`src/rtl/io_pkg.sv`:
```
// Shared types and elaboration-time helpers for the board-input conditioner.
package io_pkg;

    typedef enum logic {
        RUN  = 1'b0,
        STEP = 1'b1
    } io_mode_t;

    // Bits needed to hold values 0..max_val, never less than one.
    function automatic int unsigned cnt_width(input int unsigned max_val);
        return (max_val < 1) ? 1 : $clog2(max_val + 1);
    endfunction

    function automatic int unsigned tick_div(input int unsigned clk_hz,
                                             input int unsigned tick_hz);
        return (tick_hz == 0) ? 0 : clk_hz / tick_hz;
    endfunction

endpackage

```
`src/rtl/debounce_channel.sv`:
```
// One conditioning channel: two-flop synchroniser, tick-sampled debounce counter,
// clean level register and registered edge pulses.
module debounce_channel
    import io_pkg::*;
#(
    parameter int unsigned STABLE_TICKS = 8
) (
    input  logic i_clk,
    input  logic i_rst,
    input  logic i_raw,
    input  logic i_tick,
    output logic o_clean,
    output logic o_rise,
    output logic o_fall
);

    localparam int unsigned CNT_W = cnt_width(STABLE_TICKS);
    localparam logic [CNT_W-1:0] CNT_LAST = CNT_W'(STABLE_TICKS - 1);

    logic             r_sync1;
    logic             r_sync2;
    logic             r_clean;
    logic             r_rise;
    logic             r_fall;
    logic [CNT_W-1:0] r_cnt;

    logic w_differ;
    logic w_accept;

    assign w_differ = (r_sync2 != r_clean);
    assign w_accept = i_tick && w_differ && (r_cnt == CNT_LAST);

    always_ff @(posedge i_clk or posedge i_rst) begin
        if (i_rst) begin
            r_sync1 <= 1'b0;
            r_sync2 <= 1'b0;
            r_clean <= 1'b0;
            r_rise  <= 1'b0;
            r_fall  <= 1'b0;
            r_cnt   <= '0;
        end else begin
            r_sync1 <= i_raw;
            r_sync2 <= r_sync1;
            // Edge pulses update on the same edge as the clean level.
            r_rise  <= w_accept && r_sync2;
            r_fall  <= w_accept && !r_sync2;
            if (i_tick) begin
                if (!w_differ || w_accept) begin
                    r_cnt <= '0;
                end else begin
                    r_cnt <= r_cnt + 1'b1;
                end
            end
            if (w_accept) begin
                r_clean <= r_sync2;
            end
        end
    end

    assign o_clean = r_clean;
    assign o_rise  = r_rise;
    assign o_fall  = r_fall;

endmodule

```
`src/rtl/io_conditioner.sv`:
```
// Board-input front end: debounce prescaler, N_CH conditioning channels and the
// CPU clock-enable generator with run and single-step modes.
module io_conditioner
    import io_pkg::*;
#(
    parameter int unsigned N_CH         = 10,
    parameter int unsigned CLK_HZ       = 50000000,
    parameter int unsigned TICK_HZ      = 1000,
    parameter int unsigned STABLE_TICKS = 8,
    parameter int unsigned RUN_DIV      = 5000000,
    parameter int unsigned STEP_CH      = 8
) (
    input  logic            clk,
    input  logic            reset,
    input  logic [N_CH-1:0] rawIn,
    input  logic            modeStep,
    output logic [N_CH-1:0] cleanOut,
    output logic [N_CH-1:0] rise,
    output logic [N_CH-1:0] fall,
    output logic            sampleTick,
    output logic            cpuEn
);

    localparam int unsigned TICK_DIV = tick_div(CLK_HZ, TICK_HZ);
    localparam int unsigned PRESC_W  = cnt_width(TICK_DIV - 1);
    localparam int unsigned RUN_W    = cnt_width(RUN_DIV - 1);
    localparam logic [PRESC_W-1:0] PRESC_LAST = PRESC_W'(TICK_DIV - 1);
    localparam logic [RUN_W-1:0]   RUN_LAST   = RUN_W'(RUN_DIV - 1);

    if (TICK_DIV < 2) begin : g_bad_tick_div
        $error("io_conditioner: CLK_HZ/TICK_HZ must be at least 2");
    end
    if (STABLE_TICKS < 1) begin : g_bad_stable
        $error("io_conditioner: STABLE_TICKS must be at least 1");
    end
    if (RUN_DIV < 1) begin : g_bad_run_div
        $error("io_conditioner: RUN_DIV must be at least 1");
    end
    if (STEP_CH >= N_CH) begin : g_bad_step_ch
        $error("io_conditioner: STEP_CH must select an existing channel");
    end

    logic [PRESC_W-1:0] r_presc;
    logic               w_tick;

    always_ff @(posedge clk or posedge reset) begin
        if (reset) begin
            r_presc <= '0;
        end else if (r_presc == PRESC_LAST) begin
            r_presc <= '0;
        end else begin
            r_presc <= r_presc + 1'b1;
        end
    end

    assign w_tick     = (r_presc == PRESC_LAST);
    assign sampleTick = w_tick;

    for (genvar g = 0; g < N_CH; g++) begin : g_ch
        debounce_channel #(
            .STABLE_TICKS(STABLE_TICKS)
        ) u_ch (
            .i_clk  (clk),
            .i_rst  (reset),
            .i_raw  (rawIn[g]),
            .i_tick (w_tick),
            .o_clean(cleanOut[g]),
            .o_rise (rise[g]),
            .o_fall (fall[g])
        );
    end

    logic       r_mode_s1;
    logic       r_mode_s2;
    io_mode_t   w_mode_req;
    io_mode_t   r_state;
    logic [RUN_W-1:0] r_run_cnt;
    logic       r_cpu_en;

    always_ff @(posedge clk or posedge reset) begin
        if (reset) begin
            r_mode_s1 <= 1'b0;
            r_mode_s2 <= 1'b0;
        end else begin
            r_mode_s1 <= modeStep;
            r_mode_s2 <= r_mode_s1;
        end
    end

    assign w_mode_req = r_mode_s2 ? STEP : RUN;

    always_ff @(posedge clk or posedge reset) begin
        if (reset) begin
            r_state   <= RUN;
            r_run_cnt <= '0;
            r_cpu_en  <= 1'b0;
        end else if (w_mode_req != r_state) begin
            // Mode switch cycle: no enable, pending step edge is dropped.
            r_state   <= w_mode_req;
            r_run_cnt <= '0;
            r_cpu_en  <= 1'b0;
        end else begin
            unique case (r_state)
                RUN: begin
                    if (r_run_cnt == RUN_LAST) begin
                        r_run_cnt <= '0;
                        r_cpu_en  <= 1'b1;
                    end else begin
                        r_run_cnt <= r_run_cnt + 1'b1;
                        r_cpu_en  <= 1'b0;
                    end
                end
                STEP: begin
                    r_run_cnt <= '0;
                    r_cpu_en  <= rise[STEP_CH];
                end
            endcase
        end
    end

    assign cpuEn = r_cpu_en;

endmodule

```
`config.mk`:
```
export PLATFORM = sky130hd
export DESIGN_NAME = io_conditioner
export DESIGN_NICKNAME = d
export VERILOG_FILES = /design/src/rtl/io_pkg.sv /design/src/rtl/debounce_channel.sv /design/src/rtl/io_conditioner.sv
export SDC_FILE = /design/constraint.sdc
export NUM_CORES = 1
export LEC_CHECK = 0
export CORE_AREA = 3 3 141 116
export CTS_CLUSTER_SIZE = 40
export DETAILED_ROUTE_END_ITERATION = 12
export DIE_AREA = 0 0 144 119
export PLACE_DENSITY_LB_ADDON = 0.15
export SYNTH_ARGS = -nofsm -noshare
export SYNTH_HDL_FRONTEND = slang
export SYNTH_HIERARCHICAL = 1
export SYNTH_SLANG_ARGS = --single-unit
```
`constraint.sdc`:
```
create_clock -name clk -period 2.38 [get_ports clk]
set_input_delay 0.357 -clock clk [delete_from_list [all_inputs] [get_ports clk]]
set_output_delay 0.357 -clock clk [all_outputs]
set_load 0.05 [all_outputs]
```
==> summary.txt <==
STA
  • Least-Margin Pin Slew: 0.5722 ns
  • Slew Limit Headroom: 0.6173
  • Final period utilization: 0.9462
  • RSZ-0062 raised after global routing: no
  • Crit path time final: ~2.3 ns
  • Max Slew Vio Count: 0
  • Post-route setup TNS: 0 ns
  • Final hold vios: 0
  • Max Clk Rate: around 440 MHz
  • Final setup viols: 0
  • Post-Route Skew: 0.006773 ns
  • Setup ws final: 0.1282 ns

Placement
  • Detailed placer's ending HPWL: 6.958 mm
  • Routability-driven placement congestion ratio: between 0.7 and 0.8
  • Post-Place Cell Area: around 6600 um2
  • Placement Setup Slack: approximately 0.34 ns
  • IO Port Bufs: 44

Logic synthesis
  • Post-synthesis xor/xnor area fraction: 0.06715
  • Register area share after synthesis: 0.5547
  • Top_reg_cell synth: dfrtp_1
  • Mux cell area share after synthesis: 0.02690
  • Synth warnings: 6
  • Adder-cell share of the synthesized area: 0.02503
  • Largest family of logic cells by synthesized area: simple AND/OR/NAND/NOR gates
  • Post-Syn Nets: 539
  • Compound-Gate Fraction of Synth Area: 0.06674
  • Ys async rst share: 1.000
  • Synth Area in Simple Gates: 0.2056
  • Mapped Area: 6000 um2
  • Netlist cell types: 37
  • Avg Inst Size Synth: 11.67 um2
  • Flops & latches, synth: 133
  • Cells after Synth: roughly 500
  • Post-synth EDFFs: 0

Clock tree
  • Post-CTS Setup Bufs: 0
  • Clk Latency, worst-skew pair: 0.41 ns
  • Clock Tree Root: clkbuf_16
  • H-Tree Depth: 4
  • Resize count post-CTS: 0
  • Total clock sinks: 133
  • Clk pin slew, worst setup/hold paths: 0.05 ns
  • Cts hold-fix bufs: 0
  • CTS tree: yes
  • CTS Buf Count: 17
  • CTS Buffer Depth: 2

Setup path
  • CP Capture Point: sampleTick
  • Max FO, Critical Path: 23
  • Crit start category: register
  • R2R Path End: g_ch[3].u_ch/o_clean
  • CP arrival: ~1.9 ns
  • Kind of critical path: register to output pin
  • FF-to-FF Start: r_presc[4]
  • WP data required: 2.02 ns
  • R2R depth: 5
  • Start point of the critical path: r_presc[4]
  • Reg2reg setup slack: 0.32 ns
  • Crit path capture type: output pin

Final layout
  • Synth-to-Final Area Change: 20.60%
  • Design Area, Final: 7236 um2
  • Commonest cells after routing, fill and taps aside: 133 x dfrtp_1, 46 x inv_1, 43 x clkdlybuf4s50_1
  • Fin nets: 590
  • Diodes inserted: 0
  • Commonest non-fill, non-tap cell in the layout: dfrtp_1
  • Reg area: approximately 3300 um2
  • Filler instances: 1332
  • Footprint of the multi-input gates: 2352 um2
  • Fin util: 0.4835
  • Layout cells sized above 1: 0.1179

Power and ir drop
  • Worst-case vdd ir drop: 0.5405 mV
  • Pwr dens: 679.8 nW/um2
  • Pleak: 3.530 nW

Detailed routing
  • Post-DR vias/cell: 5.065
  • Via count: 3880
  • Final ANT Viol Nets: 0
  • Detailed Routing Iterations Pass 1: 6
  • # DRC: 0
  • Initial DRC count: between 150 and 200
  • Mean routed wirelength per cell: ~14 um
  • Wirelength, routed: 10.74 mm

Die
  • Core Area: about 15000 um2
  • Row cnt: 40
  • Die footprint: 17140 um2
  • Initial Util: 0.4009
  • DIE HEIGHT: 119 um
  • Die X: 144 um
  • I/O pins: 45

Run
  • Max-Cap Viols: 0

Global routing
  • Initial antenna violation count: 0
  • Global-route wire length before repair: 18.93 mm
  • Vias in the first global route: 4000
  • Total track usage: 0.1365
  • Gr ovfl total: 0
  • Largest net degree at the start of global routing: 47

Outcome
  • Status: complete, no violations

Min path
  • Hold Crit Class: register to register
[kinds of logic after synthesis]
| group | after synthesis |
|---|---|
| adders and majority gates | 12 |
| and+or+nand+nor | 179 |
| AOI/OAI and AO/OA | 68 |
| DFF | 133 |
| xor gates and xnor gates | 46 |
| buffers and inverters | 65 |
| muxes | 11 |
[synthesized netlist by cell type (all sizes together), types with 11 or more instances]
| master | instances | area, um2 |
|---|---|---|
| dfrtp | 133 | 3328 |
| inv | 46 | 172.7 |
| xor2 | 36 | 315.3 |
| nand4 | 33 | 236.5 |
| nand2 | 31 | 116.4 |
| nor2 | 29 | 108.9 |
| o21ai | 28 | 140.1 |
| nor3b | 20 | 150.1 |
| a21oi | 18 | 90.09 |
| buf | 13 | 127.6 |
| ha | 12 | 150.1 |
| nand3 | 12 | 60.06 |
| mux2 | 11 | 161.4 |
| nand3b | 11 | 82.58 |
[area by class of cell]
cell class / instances / area share
clock buffers: 23 / 0.07021
clock inverters: 8 / 0.01003
inverters: 46 / 0.02386
multi-input cells: 316 / 0.3251
flip-flops and latches: 133 / 0.4600
well taps: 189 / 0.03268
repair buffers: 51 / 0.07816
[per-stage QoR]
stage / std cells / hold slack (ns) / total power, mW
6_report: 766 / 0.3436 / 4.919
5_1_grt: 766 / 0.3515 / 5.114
4_1_cts: 765 / 0.3463 / 5.014
3_5_place_dp: 734 / 0.3347 / 2.447
3_3_place_gp: 734 / 0.3326 / 2.445
2_1_floorplan: 514 / 0.1849 / 2.396
[sequential cells by signal, indices dropped and copies added, names as in the netlist]
name and cells:
r_mode_s2 1, r_presc 16, g_ch.u_ch/o_rise 10, g_ch.u_ch/r_sync1 10, r_state 1, r_mode_s1 1, r_run_cnt 23, g_ch.u_ch/r_cnt 40
cpuEn 1, g_ch.u_ch/r_sync2 10, g_ch.u_ch/o_fall 10, g_ch.u_ch/o_clean 10
[critical path, stage by stage, from the launching register on]
cell and delay [ns]:
dfrtp_1 0.47, nor4bb_1 0.30, and4_4 0.35, buf_16 0.20, buf_12 0.15
[power breakdown]
group          switching, mW  total (mW)  internal [mW]
registers             0.0152        2.30           2.28
clock network          0.927        2.52           1.59
logic                 0.0693       0.103         0.0341
[layer usage]
metal	global-route usage	routed length [um]	up-vias
li1	-	-	1911
met1	0.1857	5245	1896
met4	0.05941	163	0
met2	0.2000	4927	61
met3	0.04295	404	12
met5	0	0	-
[how the worst min path moves through the flow]
stage                     cells after the start  slack (ns)              endpoint            startpoint
after floorplan                               1        0.18  g_ch[0].u_ch/o_clean                 reset
after global placement                        0        0.33  g_ch[3].u_ch/r_sync2  g_ch[3].u_ch/r_sync1
after detailed placement                      0        0.33  g_ch[5].u_ch/r_sync2  g_ch[5].u_ch/r_sync1
after CTS                                     0        0.35  g_ch[3].u_ch/r_sync2  g_ch[3].u_ch/r_sync1
after global routing                          0        0.35  g_ch[5].u_ch/r_sync2  g_ch[5].u_ch/r_sync1
final                                         0        0.34  g_ch[3].u_ch/r_sync2  g_ch[3].u_ch/r_sync1
(Power assumes the default switching activity.)
